File: src/rtl/write_pointer_full_block.sv
// write_pointer_full_block: write-side pointer, full/almost-full/level and sticky overflow for the async FIFO
module write_pointer_full_block #(
  parameter int addr_size          = 4,
  parameter int almost_full_margin = 2
) (
  input  logic                 write_clock_i,
  input  logic                 write_reset_n_i,
  input  logic                 write_enable_i,
  input  logic                 overflow_clear_i,
  input  logic [addr_size:0]   read_to_write_pointer_i,
  output logic                 write_accept_o,
  output logic [addr_size-1:0] write_address_o,
  output logic [addr_size:0]   write_pointer_o,
  output logic                 write_full_o,
  output logic                 write_almost_full_o,
  output logic [addr_size:0]   write_level_o,
  output logic                 overflow_o
);
  localparam logic [addr_size:0] af_level = (addr_size+1)'((1 << addr_size) - almost_full_margin);
  logic [addr_size:0] wbin_q, wbin_d, wgray_q, wgray_d, level_q, level_d, rbin;
  logic full_q, full_d, afull_q, afull_d, ovf_q, ovf_d;
  always_comb begin
    rbin = '0;
    for (int i = 0; i <= addr_size; i++) rbin[i] = ^(read_to_write_pointer_i >> i);
  end
  assign write_accept_o = write_enable_i & ~full_q;
  assign wbin_d  = wbin_q + (addr_size+1)'(write_accept_o);
  assign wgray_d = (wbin_d >> 1) ^ wbin_d;
  // full when the next write pointer is one lap ahead of the read pointer
  assign full_d  = wgray_d == {~read_to_write_pointer_i[addr_size:addr_size-1],
                               read_to_write_pointer_i[addr_size-2:0]};
  assign level_d = wbin_d - rbin;
  assign afull_d = level_d >= af_level;
  assign ovf_d   = (write_enable_i & full_q) | (ovf_q & ~overflow_clear_i);
  always_ff @(posedge write_clock_i or negedge write_reset_n_i) begin
    if (!write_reset_n_i) begin
      wbin_q  <= '0;
      wgray_q <= '0;
      level_q <= '0;
      full_q  <= 1'b0;
      afull_q <= 1'b0;
      ovf_q   <= 1'b0;
    end else begin
      wbin_q  <= wbin_d;
      wgray_q <= wgray_d;
      level_q <= level_d;
      full_q  <= full_d;
      afull_q <= afull_d;
      ovf_q   <= ovf_d;
    end
  end
  assign write_address_o     = wbin_q[addr_size-1:0];
  assign write_pointer_o     = wgray_q;
  assign write_full_o        = full_q;
  assign write_almost_full_o = afull_q;
  assign write_level_o       = level_q;
  assign overflow_o          = ovf_q;
endmodule

File: config.mk
export PLATFORM = sky130hd
export DESIGN_NAME = write_pointer_full_block
export DESIGN_NICKNAME = d
export VERILOG_FILES = /design/src/rtl/write_pointer_full_block.sv
export SDC_FILE = /design/constraint.sdc
export NUM_CORES = 1
export LEC_CHECK = 0
export ABC_AREA = 1
export BUFFER_PORTS_ARGS = -buffer_cell sky130_fd_sc_hd__buf_4
export CAP_MARGIN = 20
export CORE_ASPECT_RATIO = 1.2
export CORE_UTILIZATION = 54
export DETAILED_ROUTE_END_ITERATION = 12
export PLACE_DENSITY = 0.82
export SETUP_SLACK_MARGIN = 0.2
export SLEW_MARGIN = 5
export SYNTH_ARGS = -nofsm -noshare
export SYNTH_HDL_FRONTEND = slang
export SYNTH_SLANG_ARGS = --single-unit
File: constraint.sdc
create_clock -name write_clock_i -period 3.7 [get_ports write_clock_i]
set_input_delay 0.925 -clock write_clock_i [delete_from_list [all_inputs] [get_ports write_clock_i]]
set_output_delay 0.925 -clock write_clock_i [all_outputs]
set_load 0.005 [all_outputs]
# Yosys cells after proc, flatten, opt, wreduce, memory -nomap -nowiden
# Index checks and enable logic that the tools add are counted.
# word_totals
reg_bits,18
output_inout_bits,18
wordCells,23
# op_classes
add_sub_neg,2
n_lt_le_gt_ge,1
eq_ne,1
n_bitwise,8
reduce_logical,5
# op_table
operator,count
$reduce_xor 5->1,5
$add 5x1->5,1
$eq 5x5->1,1
$ge 5x4->1 const B,1
$sub 5x5->5,1
$xor 4x5->5,1
$and 1x1->1,3
$not 1->1,2
$not 2->2,1
$or 1x1->1,1

# Longest topological paths before layout
# logic_depth
word_depth,5
depth_mapped,16

# Worst setup path before layout
# Ideal clock, no wire load.
# synth_path
kind,input-to-reg
startpoint,input write_enable_i
endpoint,register afull_q (netlist: write_almost_full_o)
setup_time_ps,118
t_arrival_ps,2558
path_slack_ps,1024
stages,12
path_cell_list,inv_1 > nor2_1 > ha_1 > ha_1 > inv_1 > fa_1 > o21ai_0 > nand2_1 > nand2_1 > nand2_1 > nand2_1 > nand2_1
# synth_via
elab_chain_cells,4
# synth_lines
element,line_no,rtl
"start, declared",8,"input logic write_enable_i,"
$and 1x1->1,26,assign write_accept_o = write_enable_i & ~full_q;
named net write_accept_o,11,"output logic write_accept_o,"
$add 5x1->5,27,assign wbin_d = wbin_q + (addr_size+1)'(write_accept_o);
named net wbin_d[1],20,"logic [addr_size:0] wbin_q, wbin_d, wgray_q, wgray_d, level_q, level_d, rbin;"
$sub 5x5->5,32,assign level_d = wbin_d - rbin;
$ge 5x4->1,33,assign afull_d = level_d >= af_level;
named net afull_d,21,"logic full_q, full_d, afull_q, afull_d, ovf_q, ovf_d;"
"end signal, assigned",48,afull_q <= afull_d;
"end, declared",21,
# The timed path passes the listed nets, and every way through them passes these cells.

# Worst setup path after layout
# layout_path
startpoint,input read_to_write_pointer_i[4]
endpoint,register afull_q (netlist: write_almost_full_o)
# layout_via
elab_chain_cells,3
elab_cells_between_ends,7
classes_between,1 x add/sub; 1 x order compare; 5 x reduce/logical
# layout_lines
element,line_no,rtl
"start, declared",10,"input logic [addr_size:0] read_to_write_pointer_i,"
$reduce_xor 5->1,24,for (int i = 0; i <= addr_size; i++) rbin[i] = ^(read_to_write_pointer_i >> i);
$sub 5x5->5 (*),32,
$ge 5x4->1 (*),33,
named net afull_d,21,
# Mark *: on every way through the listed nets, which the timed path passes. The rest lies on a longest branch.

==> reports/summary.txt <==
Largest stage delay, worst path: 0.41 ns
CP Cell Sequence: buf_4 -> inv_2 -> nand2_1 -> nand2_2 -> xor2_2 -> xor2_1 -> inv_1 -> ha_1 -> fa_1 -> o21ai_0 -> nand2_1 -> nand2_1 -> nand2_1 -> nand2_1 -> nand2_1
Largest family of logic cells by synthesized area: simple AND/OR/NAND/NOR gates
Worst hold path class: input pin to asynchronous set/reset pin
Synth Net Count: 143
Leak Pwr: 0.7166 nW
Most frequent cell after synthesis: nand2_1
Antenna viol nets, final: 0
Drt initial violations: 10
Setup Skew: 0.007672 ns
Htree depth: 1
M3 GR Usage: 4.110%
Port bufs: 26
Vias in the first global route: 783
Site Rows: 16
DIE AREA: 2016 sq um
Post-synthesis mux area share: 0%
Main synth FF type: dfrtp_1
Multi-input gate area: 474.2 sq um
Antenna violations before repair: 0
Core area: 1682 sq um
Compound-Gate Fraction of Synth Area: 1.511%
CP required: 3.88 ns
R2r setup slk: 1.38 ns
Post-CTS Setup Bufs: 0
CTS tree: done
Synth Area in Simple Gates: 32.75%
Wirelength per Cell: 11.32 microns
M1 GR Usage: 28.79%
Type of element launching the critical path: input pin
Status: finished, final reports clean
Final Slew Violations: 0
Crit Path Max Fanout: 4
Adder-cell share of the synthesized area: 8.312%
GRT Total Usage: 22.84%
Setup TNS Final: 0 ns
GP Congestion: 0.7729
Hold_buf cts: 0
Kind of end point of the critical path: register
Final WL: 1993 microns
Total power: 0.001119 W
Reg clk slew, reported paths: 0.10 ns
Worst slew pin tran: 0.2702 ns
Share of layout cells above drive strength 1: 23.42%
Clk buf depth: 2
Post-CTS sizing: 0
VDD IR max: 0.0004995 V
#FFs+latches synth: 17
Die height: 48.99 microns
Tcrit/Tclk final: 72.08%
Critical path arrival: 2.85 ns
Grt total ovfl: 0
DR DRC count: 0
Avg Inst Size Synth: 7.761 sq um
Max_slew headroom: 81.99%
Post-synth EDFFs: 0
Layer with the highest usage: met2
N_diodes: 0
Synth cell types: 16
GR Util met2: 37.24%
Most common cell on crit path: nand2_1
Synth warnings: 0
RR Endpoint: write_almost_full_o$_DFF_PN0_
Area share of the largest cell type after synthesis: 42.82%
RSZ-0062 raised after global routing: no
Largest net degree at the start of global routing: 18
Final-stage net count: 174
CTS root buf: clkbuf_4
Final-report setup violation count: 0
Leading area contributor after synthesis: dfrtp_1
1st-pass router iterations: 4
# clock sinks: 17
Syn-to-layout area delta: 24.56%
Reg area: 425.4 sq um
Global-route wire length before repair: 3208 microns
Final hold violations: 0
Effective utilization at floorplan: 59.08%
FFs w/ async S/R, synth: 100.0%
IO Pins: 27
Register-to-Register Path Depth: 14
Mapped Area: 993.5 sq um
# fillers: 135
Via count: 873
Cells after Synth: 128
MaxCap Viol Count: 0
Power Dens Cells: 904.3 nW/um^2
Origin of the critical flop-to-flop path: write_full_o$_DFF_PN0_
Vias/cell: 4.960
Post-synthesis sequential area ratio: 42.82%
Post-Synth XOR/XNOR Area: 5.164%
Crit-path slowest cell: fa_1
Tmin final: 2.667 ns
Die X: 41.16 microns
DP Wirelength: 1597 microns
Crit path kind: input pin to register
Max Clk Rate: 375.0 MHz
Synth cell count leaders: nand2_1 (38), inv_1 (24), nand3_1 (18), dfrtp_1 (17), nand2_2 (6)
Synth area leaders: dfrtp_1 (43%), nand2_1 (14%), nand3_1 (9.1%)
Worst skew pair latency: 0.29 ns
TritonCTS buffer count: 3
-- final cells by class --
cell class                 count  area share (%)
clock buffer                   4           2.123
multi-input combinational     86           38.32
sequential                    17           34.38
inverter                      25           7.583
tap                           18           1.820
timing repair buffer          26           15.77
-- cell families after synthesis --
group | Yosys count
DFF | 17
adders and majority gates | 6
and+or+nand+nor | 72
xor gates and xnor gates | 5
AOI/OAI and AO/OA | 3
buffers and inverters | 25
-- worst max-delay path: cells and delay by family --
kind | cells | cell delay, ns
XOR/XNOR | 2 | 0.40
adder cells (fa/ha/maj) | 2 | 0.63
buffers and inverters | 3 | 0.25
AO/OA/AOI/OAI | 1 | 0.17
AND/OR/NAND/NOR | 7 | 0.47
-- how the worst max path moves through the flow --
stage                                     from                             to  slack [ns]  cells past startpoint
floorplan                       write_enable_i  write_almost_full_o$_DFF_PN0_        1.02                     12
detailed placement              write_enable_i  write_almost_full_o$_DFF_PN0_        0.75                     13
global route                    write_enable_i  write_almost_full_o$_DFF_PN0_        0.75                     16
CTS                             write_enable_i  write_almost_full_o$_DFF_PN0_        1.05                     13
finish              read_to_write_pointer_i[4]  write_almost_full_o$_DFF_PN0_        1.03                     15
global placement                write_enable_i  write_almost_full_o$_DFF_PN0_        0.77                     13
-- where the power goes --
group,switching [W],leakage [nW],internal [W]
registers,0.0000523,0.203,0.000280
logic,0.000386,0.498,0.000304
clock network,0.0000551,0.0150,0.0000419
-- metrics by stage --
stage	hold slack [ns]	instances	worst slack (ns)	instance area [sq um]	utilization [%]
2_1_floorplan	0.4941	128	1.024	993.5	-
3_3_place_gp	0.4856	172	0.7697	1211	72.02
3_5_place_dp	0.4994	172	0.7541	1211	72.02
4_1_cts	0.4816	176	1.049	1237	73.59
5_1_grt	0.4870	176	0.7521	1237	73.59
6_report	0.4774	176	1.033	1237	73.59
-- metal layers --
layer / share of wire, % / up-vias
li1: - / 455
met1: 43 / 389
met2: 52 / 25
met3: 3.7 / 4
met4: 1.4 / 0
met5: 0 / -
-- registers in the layout (all words and copies together), names as in the netlist --
name / flops
wbin_q: 5
write_full_o: 1
write_pointer_o: 4
write_level_o: 5
overflow_o: 1
write_almost_full_o: 1
-- cells in the final DEF (no fill, tap or decap) --
| master | netlist | routed |
|---|---|---|
| fa_1 | 1 | 1 |
| nand3b_1 | 2 | 2 |
| nand4_1 | 3 | 3 |
| xnor2_1 | 1 | 1 |
| inv_2 | 1 | 1 |
| inv_1 | 24 | 24 |
| nand3_1 | 18 | 18 |
| dfrtp_1 | 17 | 17 |
| nand2_2 | 6 | 6 |
| ha_1 | 5 | 5 |
| clkbuf_4 | 0 | 3 |
| and2_1 | 1 | 1 |
| clkbuf_1 | 0 | 1 |
| nand2_1 | 38 | 38 |
| buf_4 | 0 | 26 |
| xor2_1 | 3 | 3 |
| o21ai_0 | 3 | 3 |
| nor2_1 | 4 | 4 |
| xor2_2 | 1 | 1 |
No activity file was read; power rests on OpenSTA's default activity.
